<file path="config.mk">
export PLATFORM = sky130hd
export DESIGN_NAME = sec_dec_locked_pipe
export DESIGN_NICKNAME = d
export VERILOG_FILES = /design/src/rtl/sec_dec_locked_pipe.sv
export SDC_FILE = /design/constraint.sdc
export NUM_CORES = 1
export LEC_CHECK = 0
export ABC_AREA = 1
export CAP_MARGIN = 5
export CORE_AREA = 2 2 135 124
export CTS_CLUSTER_SIZE = 12
export DETAILED_ROUTE_END_ITERATION = 16
export DIE_AREA = 0 0 137 126
export PLACE_DENSITY = 0.57
export SLEW_MARGIN = 20
export SYNTH_ARGS = -nofsm -noshare
export SYNTH_HDL_FRONTEND = slang
export SYNTH_SLANG_ARGS = --single-unit
</file>
<file path="constraint.sdc">
create_clock -name clk -period 5.15 [get_ports clk]
set_input_delay 1.545 -clock clk [delete_from_list [all_inputs] [get_ports clk]]
set_output_delay 1.545 -clock clk [all_outputs]
set_load 0.02 [all_outputs]
</file>
<file path="src/rtl/sec_dec_locked_pipe.sv">
// sec_dec_locked_pipe
//
// Purpose:
//   Pipelined single-error-correcting Hamming decoder whose corrected output
//   bits CAM_BASE..CAM_BASE+NCAM-1 go through key-locked camouflaged cells.
//   Each cell is the correct XOR only when its 2-bit key pair has bit 0 set.
//   Key pair 00 turns the cell into NAND, and key pair 10 turns it into NOR.
//   The key is shifted in serially into a shadow register. It is then copied
//   into the active register once both pipeline stages have drained, so no
//   word in flight ever sees a mixed key.
//
// Configuration macro:
//   SECDEC_DED_EN - adds an overall parity bit in_chk[CHK_W] and turns on
//                   double-error detection. When the macro is undefined the
//                   decoder is plain SEC.
//
// Parameters:
//   DATA_W   data bits per word
//   CHK_W    Hamming check bits (2**CHK_W >= DATA_W+CHK_W+1)
//   NCAM     number of camouflaged output cells
//   CAM_BASE first output bit carrying a cell (CAM_BASE+NCAM <= DATA_W)
//
// Ports:
//   clk, rst        rising-edge clock, synchronous active-high reset
//   key_in, key_vld serial key bit (LSB first) and its qualifier
//   key_busy        key load or drain in progress
//   in_vld, in_rdy  input handshake
//   in_data, in_chk received word and check bits
//   in_en           correction enable (syndrome still reported when 0)
//   out_vld, out_rdy output handshake
//   out_data        corrected data after the cells
//   out_syn         syndrome
//   out_err         00 clean, 01 data corrected, 10 check-bit error,
//                   11 uncorrectable
module sec_dec_locked_pipe #(
  parameter int DATA_W   = 32,
  parameter int CHK_W    = 6,
  parameter int NCAM     = 1,
  parameter int CAM_BASE = 19
) (
  input  logic              clk,
  input  logic              rst,
  input  logic              key_in,
  input  logic              key_vld,
  output logic              key_busy,
  input  logic              in_vld,
  output logic              in_rdy,
  input  logic [DATA_W-1:0] in_data,
`ifdef SECDEC_DED_EN
  input  logic [CHK_W:0]    in_chk,
`else
  input  logic [CHK_W-1:0]  in_chk,
`endif
  input  logic              in_en,
  output logic              out_vld,
  input  logic              out_rdy,
  output logic [DATA_W-1:0] out_data,
  output logic [CHK_W-1:0]  out_syn,
  output logic [1:0]        out_err
);

  localparam int KEY_BITS = 2 * NCAM;
  localparam int CNT_W    = $clog2(KEY_BITS + 1);

  localparam logic [1:0] ERR_CLEAN  = 2'b00;
  localparam logic [1:0] ERR_DATA   = 2'b01;
  localparam logic [1:0] ERR_CHECK  = 2'b10;
  localparam logic [1:0] ERR_UNCORR = 2'b11;

  typedef enum logic [1:0] {
    KEY_IDLE,
    KEY_LOAD,
    KEY_DRAIN
  } key_state_t;

  // Column of data bit idx: the idx-th integer >= 3 that is not a power of
  // two. Powers of two are reserved for the check bits themselves.
  function automatic logic [CHK_W-1:0] h_col(input int idx);
    logic [CHK_W-1:0] res;
    int               n;
    res = '0;
    n   = 0;
    for (int c = 3; c < (1 << CHK_W); c++) begin
      if ((c & (c - 1)) != 0) begin
        if (n == idx) res = c[CHK_W-1:0];
        n++;
      end
    end
    return res;
  endfunction

  // Camouflaged cell: key bit 0 selects the true XOR; otherwise key bit 1
  // chooses between the NOR and NAND decoys.
  function automatic logic cam_cell(input logic a, input logic b,
                                    input logic [1:0] k);
    logic r;
    if (k[0])      r = a ^ b;
    else if (k[1]) r = ~(a | b);
    else           r = ~(a & b);
    return r;
  endfunction

  // Constant column table.
  logic [CHK_W-1:0] h_tab [DATA_W];

  for (genvar gi = 0; gi < DATA_W; gi++) begin : g_col
    localparam logic [CHK_W-1:0] HC = h_col(gi);
    assign h_tab[gi] = HC;
  end

  // Key state and pipeline registers.
  key_state_t            state, state_n;
  logic [CNT_W-1:0]      cnt, cnt_n;
  logic [KEY_BITS-1:0]   shadow, shadow_n;
  logic [KEY_BITS-1:0]   key_act;
  logic                  commit;

  logic                  v1;
  logic [CHK_W-1:0]      syn1;
  logic [1:0]            err1;
  logic [DATA_W-1:0]     data1;
  logic                  en1;

  logic                  adv2;
  logic                  accept;

  // Stage-0 decode signals.
  logic [CHK_W-1:0]      col_xor;
  logic [CHK_W-1:0]      syn0;
  logic                  any_match;
  logic                  syn_pow2;
  logic [1:0]            err_base;
  logic [1:0]            err0;
`ifdef SECDEC_DED_EN
  logic                  par_err;
`endif

  // Stage-1 to stage-2 correction signals.
  logic [DATA_W-1:0]     flip;
  logic [DATA_W-1:0]     corr;

  // Handshake. Stage 2 can take a word when it is empty or is being drained.
  // New words are refused while a key is loading or draining, and during
  // the reset cycle.
  assign adv2     = !out_vld || out_rdy;
  assign in_rdy   = !rst && (state == KEY_IDLE) && (!v1 || adv2);
  assign accept   = in_vld && in_rdy;
  assign key_busy = (state != KEY_IDLE);

  // Syndrome and error classification of the incoming word.
  always_comb begin
    col_xor = '0;
    for (int i = 0; i < DATA_W; i++) begin
      if (in_data[i]) col_xor = col_xor ^ h_tab[i];
    end
    syn0 = in_chk[CHK_W-1:0] ^ col_xor;

    any_match = 1'b0;
    for (int i = 0; i < DATA_W; i++) begin
      if (syn0 == h_tab[i]) any_match = 1'b1;
    end
    syn_pow2 = (syn0 != '0) && ((syn0 & (syn0 - CHK_W'(1))) == '0);

    if (syn0 == '0)    err_base = ERR_CLEAN;
    else if (any_match) err_base = ERR_DATA;
    else if (syn_pow2)  err_base = ERR_CHECK;
    else                err_base = ERR_UNCORR;

`ifdef SECDEC_DED_EN
    // An even overall parity with a nonzero syndrome means two bits flipped.
    par_err = (^in_data) ^ (^in_chk);
    if (syn0 == '0)    err0 = par_err ? ERR_CHECK : ERR_CLEAN;
    else if (!par_err) err0 = ERR_UNCORR;
    else               err0 = err_base;
`else
    err0 = err_base;
`endif
  end

  // Stage 1 advances whenever it is empty or stage 2 can accept its word.
  always_ff @(posedge clk) begin
    if (rst) begin
      v1    <= 1'b0;
      syn1  <= '0;
      err1  <= ERR_CLEAN;
      data1 <= '0;
      en1   <= 1'b0;
    end else if (!v1 || adv2) begin
      v1 <= accept;
      if (accept) begin
        syn1  <= syn0;
        err1  <= err0;
        data1 <= in_data;
        en1   <= in_en;
      end
    end
  end

  // Flip requests only for a correctable data error with correction enabled.
  // Plain bits use XOR. Bits under a cell use the keyed cell with the
  // active key.
  for (genvar gj = 0; gj < DATA_W; gj++) begin : g_bit
    assign flip[gj] = en1 && (err1 == ERR_DATA) && (syn1 == h_tab[gj]);
    if (gj >= CAM_BASE && gj < CAM_BASE + NCAM) begin : g_cam
      assign corr[gj] = cam_cell(data1[gj], flip[gj],
                                 key_act[2*(gj-CAM_BASE) +: 2]);
    end else begin : g_xor
      assign corr[gj] = data1[gj] ^ flip[gj];
    end
  end

  // Stage 2 holds its contents while out_vld is high and out_rdy is low.
  always_ff @(posedge clk) begin
    if (rst) begin
      out_vld  <= 1'b0;
      out_data <= '0;
      out_syn  <= '0;
      out_err  <= ERR_CLEAN;
    end else if (adv2) begin
      out_vld <= v1;
      if (v1) begin
        out_data <= corr;
        out_syn  <= syn1;
        out_err  <= err1;
      end
    end
  end

  // Key FSM state register. Reset drops any partial key and clears the
  // active key.
  always_ff @(posedge clk) begin
    if (rst) begin
      state   <= KEY_IDLE;
      cnt     <= '0;
      shadow  <= '0;
      key_act <= '0;
    end else begin
      state  <= state_n;
      cnt    <= cnt_n;
      shadow <= shadow_n;
      if (commit) key_act <= shadow;
    end
  end

  // Key FSM next state. Bits enter at the top and shift down, so the first
  // bit received ends up in bit 0.
  always_comb begin
    state_n  = state;
    cnt_n    = cnt;
    shadow_n = shadow;
    commit   = 1'b0;
    case (state)
      KEY_IDLE: begin
        if (key_vld) begin
          shadow_n = {key_in, shadow[KEY_BITS-1:1]};
          cnt_n    = CNT_W'(1);
          state_n  = KEY_LOAD;
        end
      end
      KEY_LOAD: begin
        if (key_vld) begin
          shadow_n = {key_in, shadow[KEY_BITS-1:1]};
          cnt_n    = cnt + CNT_W'(1);
          if (cnt == CNT_W'(KEY_BITS - 1)) state_n = KEY_DRAIN;
        end
      end
      KEY_DRAIN: begin
        if (!v1 && !out_vld) begin
          commit  = 1'b1;
          cnt_n   = '0;
          state_n = KEY_IDLE;
        end
      end
      default: begin
        state_n = KEY_IDLE;
      end
    endcase
  end

endmodule

</file>
After elaboration in Yosys (flattened, before gate mapping)
Index checks and enable logic that the tools add are counted.
{"block": "totals", "register_bits": 91, "out_inout_bits": 43, "inputBits": 45, "wordCells": 289}
{"block": "op_classes", "n_eq_ne": 72, "reduce_logical": 55, "bitwise_logic": 69, "n_addsub": 2, "muxes": 78}
{"cell": "6-bit by 5-bit equality test with 1-bit output (second input constant)", "count": 30}
{"cell": "6-bit by 4-bit equality test with 1-bit output (second input constant)", "count": 14}
{"cell": "5-bit 2-to-1 mux", "count": 15}
{"cell": "6-bit equality test (second input constant)", "count": 12}
{"cell": "3-bit inverter", "count": 13}
{"cell": "1-bit logical AND", "count": 38}
{"cell": "1-bit 2-to-1 mux", "count": 37}
{"cell": "6-bit by 3-bit equality test with 1-bit output (second input constant)", "count": 6}
{"cell": "6-bit 2-to-1 mux", "count": 6}
{"cell": "1-bit XOR", "count": 32}
{"cell": "4-bit 2-to-1 mux", "count": 7}
{"cell": "2-bit inverter", "count": 11}
{"cell": "4-bit inverter", "count": 5}
{"cell": "2-bit 2-to-1 mux", "count": 8}
{"cell": "6-bit by 2-bit equality test with 1-bit output (second input constant)", "count": 2}
{"cell": "6-bit zero test", "count": 2}
{"cell": "2-bit case mux with 3 select lines", "count": 2}
{"cell": "3-bit 2-to-1 mux", "count": 3}
{"cell": "2-bit inequality test (second input constant)", "count": 4}
{"cell": "4-bit AND reduction", "count": 2}
{"cell": "6-bit bitwise AND", "count": 1}
{"cell": "2-bit by 1-bit equality test with 1-bit output (second input constant)", "count": 3}
{"cell": "2-bit AND reduction", "count": 3}
{"cell": "6-bit nonzero test", "count": 1}
{"cell": "15 further kinds", "count": 19}

Logic depth before layout (Yosys ltp)
Gate-level depths: netlist of the first run.
{"block": "depth", "depth_word": 99, "mapped_depth": 20, "ltp_nobuf": 19}

Worst setup path after synthesis of the first run
No wires, ideal clock.
{"block": "synth_path", "kind": "input to output", "startpoint": "input port out_rdy", "endpoint": "output port in_rdy", "slack_ps": 1685, "required_ps": 3605, "stages": 6, "arrival_ps": 1920, "n_path_buf": 0, "path_cell_list": "inv_1 -> nand2_1 -> nor2_1 -> inv_1 -> nand2_1 -> inv_1"}
{"block": "synth_between", "elab_chain_len": 3}
{"item": "start, declared", "line": "56", "source": "input logic out_rdy,"}
{"item": "1-bit logical OR", "line": "145", "source": "assign adv2 = !out_vld || out_rdy;"}
{"item": "1-bit logical OR", "line": "146", "source": "assign in_rdy = !rst && (state == KEY_IDLE) && (!v1 || adv2);"}
{"item": "1-bit logical AND", "line": "146"}
{"item": "end, declared", "line": "47", "source": "output logic in_rdy,"}
Every way passes these cells.

Worst setup path after layout of the first run
Ends and elaborated chain as after synthesis.

==> results of run 1 <==
## final cells by class
type / instances / area share [%]
Clock buffer: 12 / 3.54
Timing Repair Buffer: 91 / 13.0
Sequential cell: 91 / 26.2
Inverter: 158 / 8.51
Tap cell: 207 / 3.72
Clock inverter: 4 / 1.06
Multi-Input combinational cell: 626 / 44.0
## sequential cells by signal, indices dropped and copies added, names as in the netlist
signal,cells
data1,32
out_vld,1
out_syn,6
syn1,6
cnt,2
v1,1
out_data,32
err1,2
shadow,2
state,2
en1,1
key_act,2
out_err,2
## stage by stage
step | setup WS (ns) | instance area [um^2] | total power [W] | hold WS [ns] | cells
detailed placement | 0.649 | 6650 | 0.00138 | 0.458 | 1173
finish | 0.659 | 6970 | 0.00208 | 0.470 | 1189
floorplan | 1.68 | 5620 | 0.00120 | 0.443 | 910
global route | 0.575 | 6970 | 0.00221 | 0.497 | 1189
CTS | 0.648 | 6970 | 0.00210 | 0.470 | 1189
global placement | 0.661 | 6650 | 0.00138 | 0.456 | 1173
## worst max-delay path, stage by stage
cell and delay (ns):
clkdlybuf4s50_1 0.45, inv_1 0.03, nand2_1 0.08, nor2_1 0.05, inv_1 0.06, nand2_1 0.04, inv_1 0.07, clkdlybuf4s50_1 0.61
## synthesized netlist by cell type (2+ instances only)
library cell / number
a21oi_2: 2
nand2_2: 9
nor2_1: 136
inv_1: 139
nand2_1: 255
inv_2: 16
nor4_1: 4
xnor2_1: 14
a311o_1: 2
nand3_2: 4
nand3_1: 43
xor2_1: 27
clkbuf_1: 26
o21ai_0: 28
xnor2_2: 2
ha_1: 3
nor3_1: 10
nand3b_1: 4
a21oi_1: 27
buf_2: 7
o21ai_1: 2
dfxtp_1: 91
clkinv_1: 3
o31ai_1: 12
a211oi_1: 36
## power breakdown
group / switching (W) / internal [W]
Combinational: 0.000361 / 0.000220
Clock: 0.000273 / 0.000439
Sequential: 0.0000299 / 0.000759
## worst paths after layout
check            start           to  slack, ns  cells after the start
max            out_rdy       in_rdy       0.66                      8
min reg2reg  shadow[0]   key_act[0]       0.47                      2
min          shadow[0]   key_act[0]       0.47                      2
max reg2reg    err1[1]  out_data[2]       2.96                      8
## logic make-up (layout without fill, tap and decap cells)
kind of cell    count (synthesis)  count (layout)  share of synthesized area, %
flops                          91              91                          32.4
simple gates                  469             469                          34.3
fa+ha+maj                       3               3                         0.668
buf+inv                       193             265                          13.2
compound gates                111             111                          12.4
xor+xnor                       43              43                          6.97
## cells in the final DEF, fill, tap and decap left out, types with 9 or more instances in the layout
| cell | instances |
|---|---|
| clkbuf_16 | 9 |
| xor2_1 | 27 |
| nand3_1 | 43 |
| nor3_1 | 9 |
| o21ai_0 | 28 |
| dfxtp_1 | 91 |
| o31ai_1 | 12 |
| a21oi_1 | 27 |
| inv_1 | 139 |
| nor2_1 | 136 |
| nand2_1 | 254 |
| a211oi_1 | 36 |
| xnor2_1 | 14 |
| clkdlybuf4s50_1 | 86 |
| inv_2 | 16 |
| nand2_2 | 10 |
## per-layer routing
metal	share of wire, %	routed length, um	global-route usage, %	vias to the layer above
met5	0	0	0	-
met4	1.3	199	4.24	0
met3	3.5	541	3.46	12
met2	44	6870	29.2	101
met1	51	8060	27.2	2436
li1	-	-	-	2938
==> results by group, run 1 <==
Run status
  • Outcome: complete, no violations

Layout
  • Nets@finish: about 1000
  • Multi-input gate area: about 0.0031 mm^2
  • Register Area: roughly 0.0018 mm^2
  • Area grow syn2layout: 23.9%
  • Fill cells: ~1700
  • Final Util: between 40% and 50%
  • Layout cell share with drive strength beyond 1: roughly 5.8%
  • Diode count: 0

Clocking
  • CTS tree: built
  • # hold bufs at CTS: 0
  • CTS sink cnt: 91
  • Post_cts resized: 0
  • Num CTS Buffers: 9
  • H-tree depth: 3
  • Clock latency on the worst-skew pair: about 0.34 ns
  • Clock transition at path regs: approximately 0.06 ns
  • CTS Root Cell: clkbuf_16
  • Clk buf depth: 2
  • Setup bufs post-CTS: 0

Setup path
  • Worst setup EP type: output pin
  • CP Class: in2out
  • Crit-path max FO: 3
  • WP data arrival: slightly below 3 ns
  • Element type at the critical path start: input pin
  • Required @ worst endpoint: between 3 and 4 ns

Pwr
  • Pwr dens: between 200 and 300 mW/mm^2
  • VDD IR max: ~0.00018 V
  • Pleak: approximately 3.3 nW

Place
  • Port Buffers: 87
  • Detail Placement HPWL: around 12000 um
  • Final GP Congestion: around 0.82

Die
  • Core area: roughly 0.016 mm^2
  • Ports: 88
  • Die X: 137 um
  • DIE AREA: approximately 0.017 mm^2
  • Starting Density: a little over a third
  • Die H: ~130 um
  • Num rows: 44

Synthesis
  • Yosys top cell by area: dfxtp_1
  • Sequential-to-total area share from yosys stat: 32.4%
  • Unique masters post-synth: 33
  • Seq cells post-synth: roughly 90
  • Primary FF master, synth: dfxtp_1
  • Syn avg cell area: 6.18 um^2
  • Ys async rst share: 0%
  • Yosys Warn Count: 0
  • Post-synth top area share: about 32%
  • Syn Inst Count: slightly above 900
  • Top post-synthesis cells by area: dfxtp_1, nand2_1, inv_1
  • EDFF count, synth: 0
  • Syn nets: roughly 960
  • Synth Cell Area: between 0.005 and 0.006 mm^2

Global routing
  • Grt ovf: 0
  • Vias in the first global route: just over 5000
  • Global-route wire length before repair: approximately 26000 um
  • Largest net degree at the start of global routing: 92
  • Initial antenna violation count: 0
  • GRT Resource Usage Total: 18.9%

Route
  • Pre-antenna DRT Iters: 4
  • Vias: approximately 5500
  • DRT iter0 DRCs: ~310
  • Routed vias/inst: approximately 4.6
  • DRC violation count after routing: 0
  • Drt wl/cell: 13.2 um
  • Final ANT Viol Nets: 0
  • Final WL: between 15000 and 20000 um

Timing
  • Final TNS setup: 0 ns
  • RSZ-0062 raised after global routing: no
  • Clock skew: between 0.007 and 0.008 ns
  • Final min period: 4.49 ns
  • Slew headroom: ~35%
  • Final-report hold violation count: 0
  • Final Max Tran Viols: 0
  • Max Freq: about 220 MHz
  • Setup violations, final: 0
  • Worst slew pin tran: slightly below 1 ns
  • Final period util: between 80% and 90%

Flow run
  • Max Cap Violations: 0

Worst hold path
  • HP Class: reg2reg
Note: power is estimated with default switching activity, not from simulation.
==> run 2: changes to the inputs <==
Settings changed: SLEW_MARGIN 20 to not set.
==> results of run 2 <==
Same layout as run 1: the final DEF is identical, and so are final timing and power.
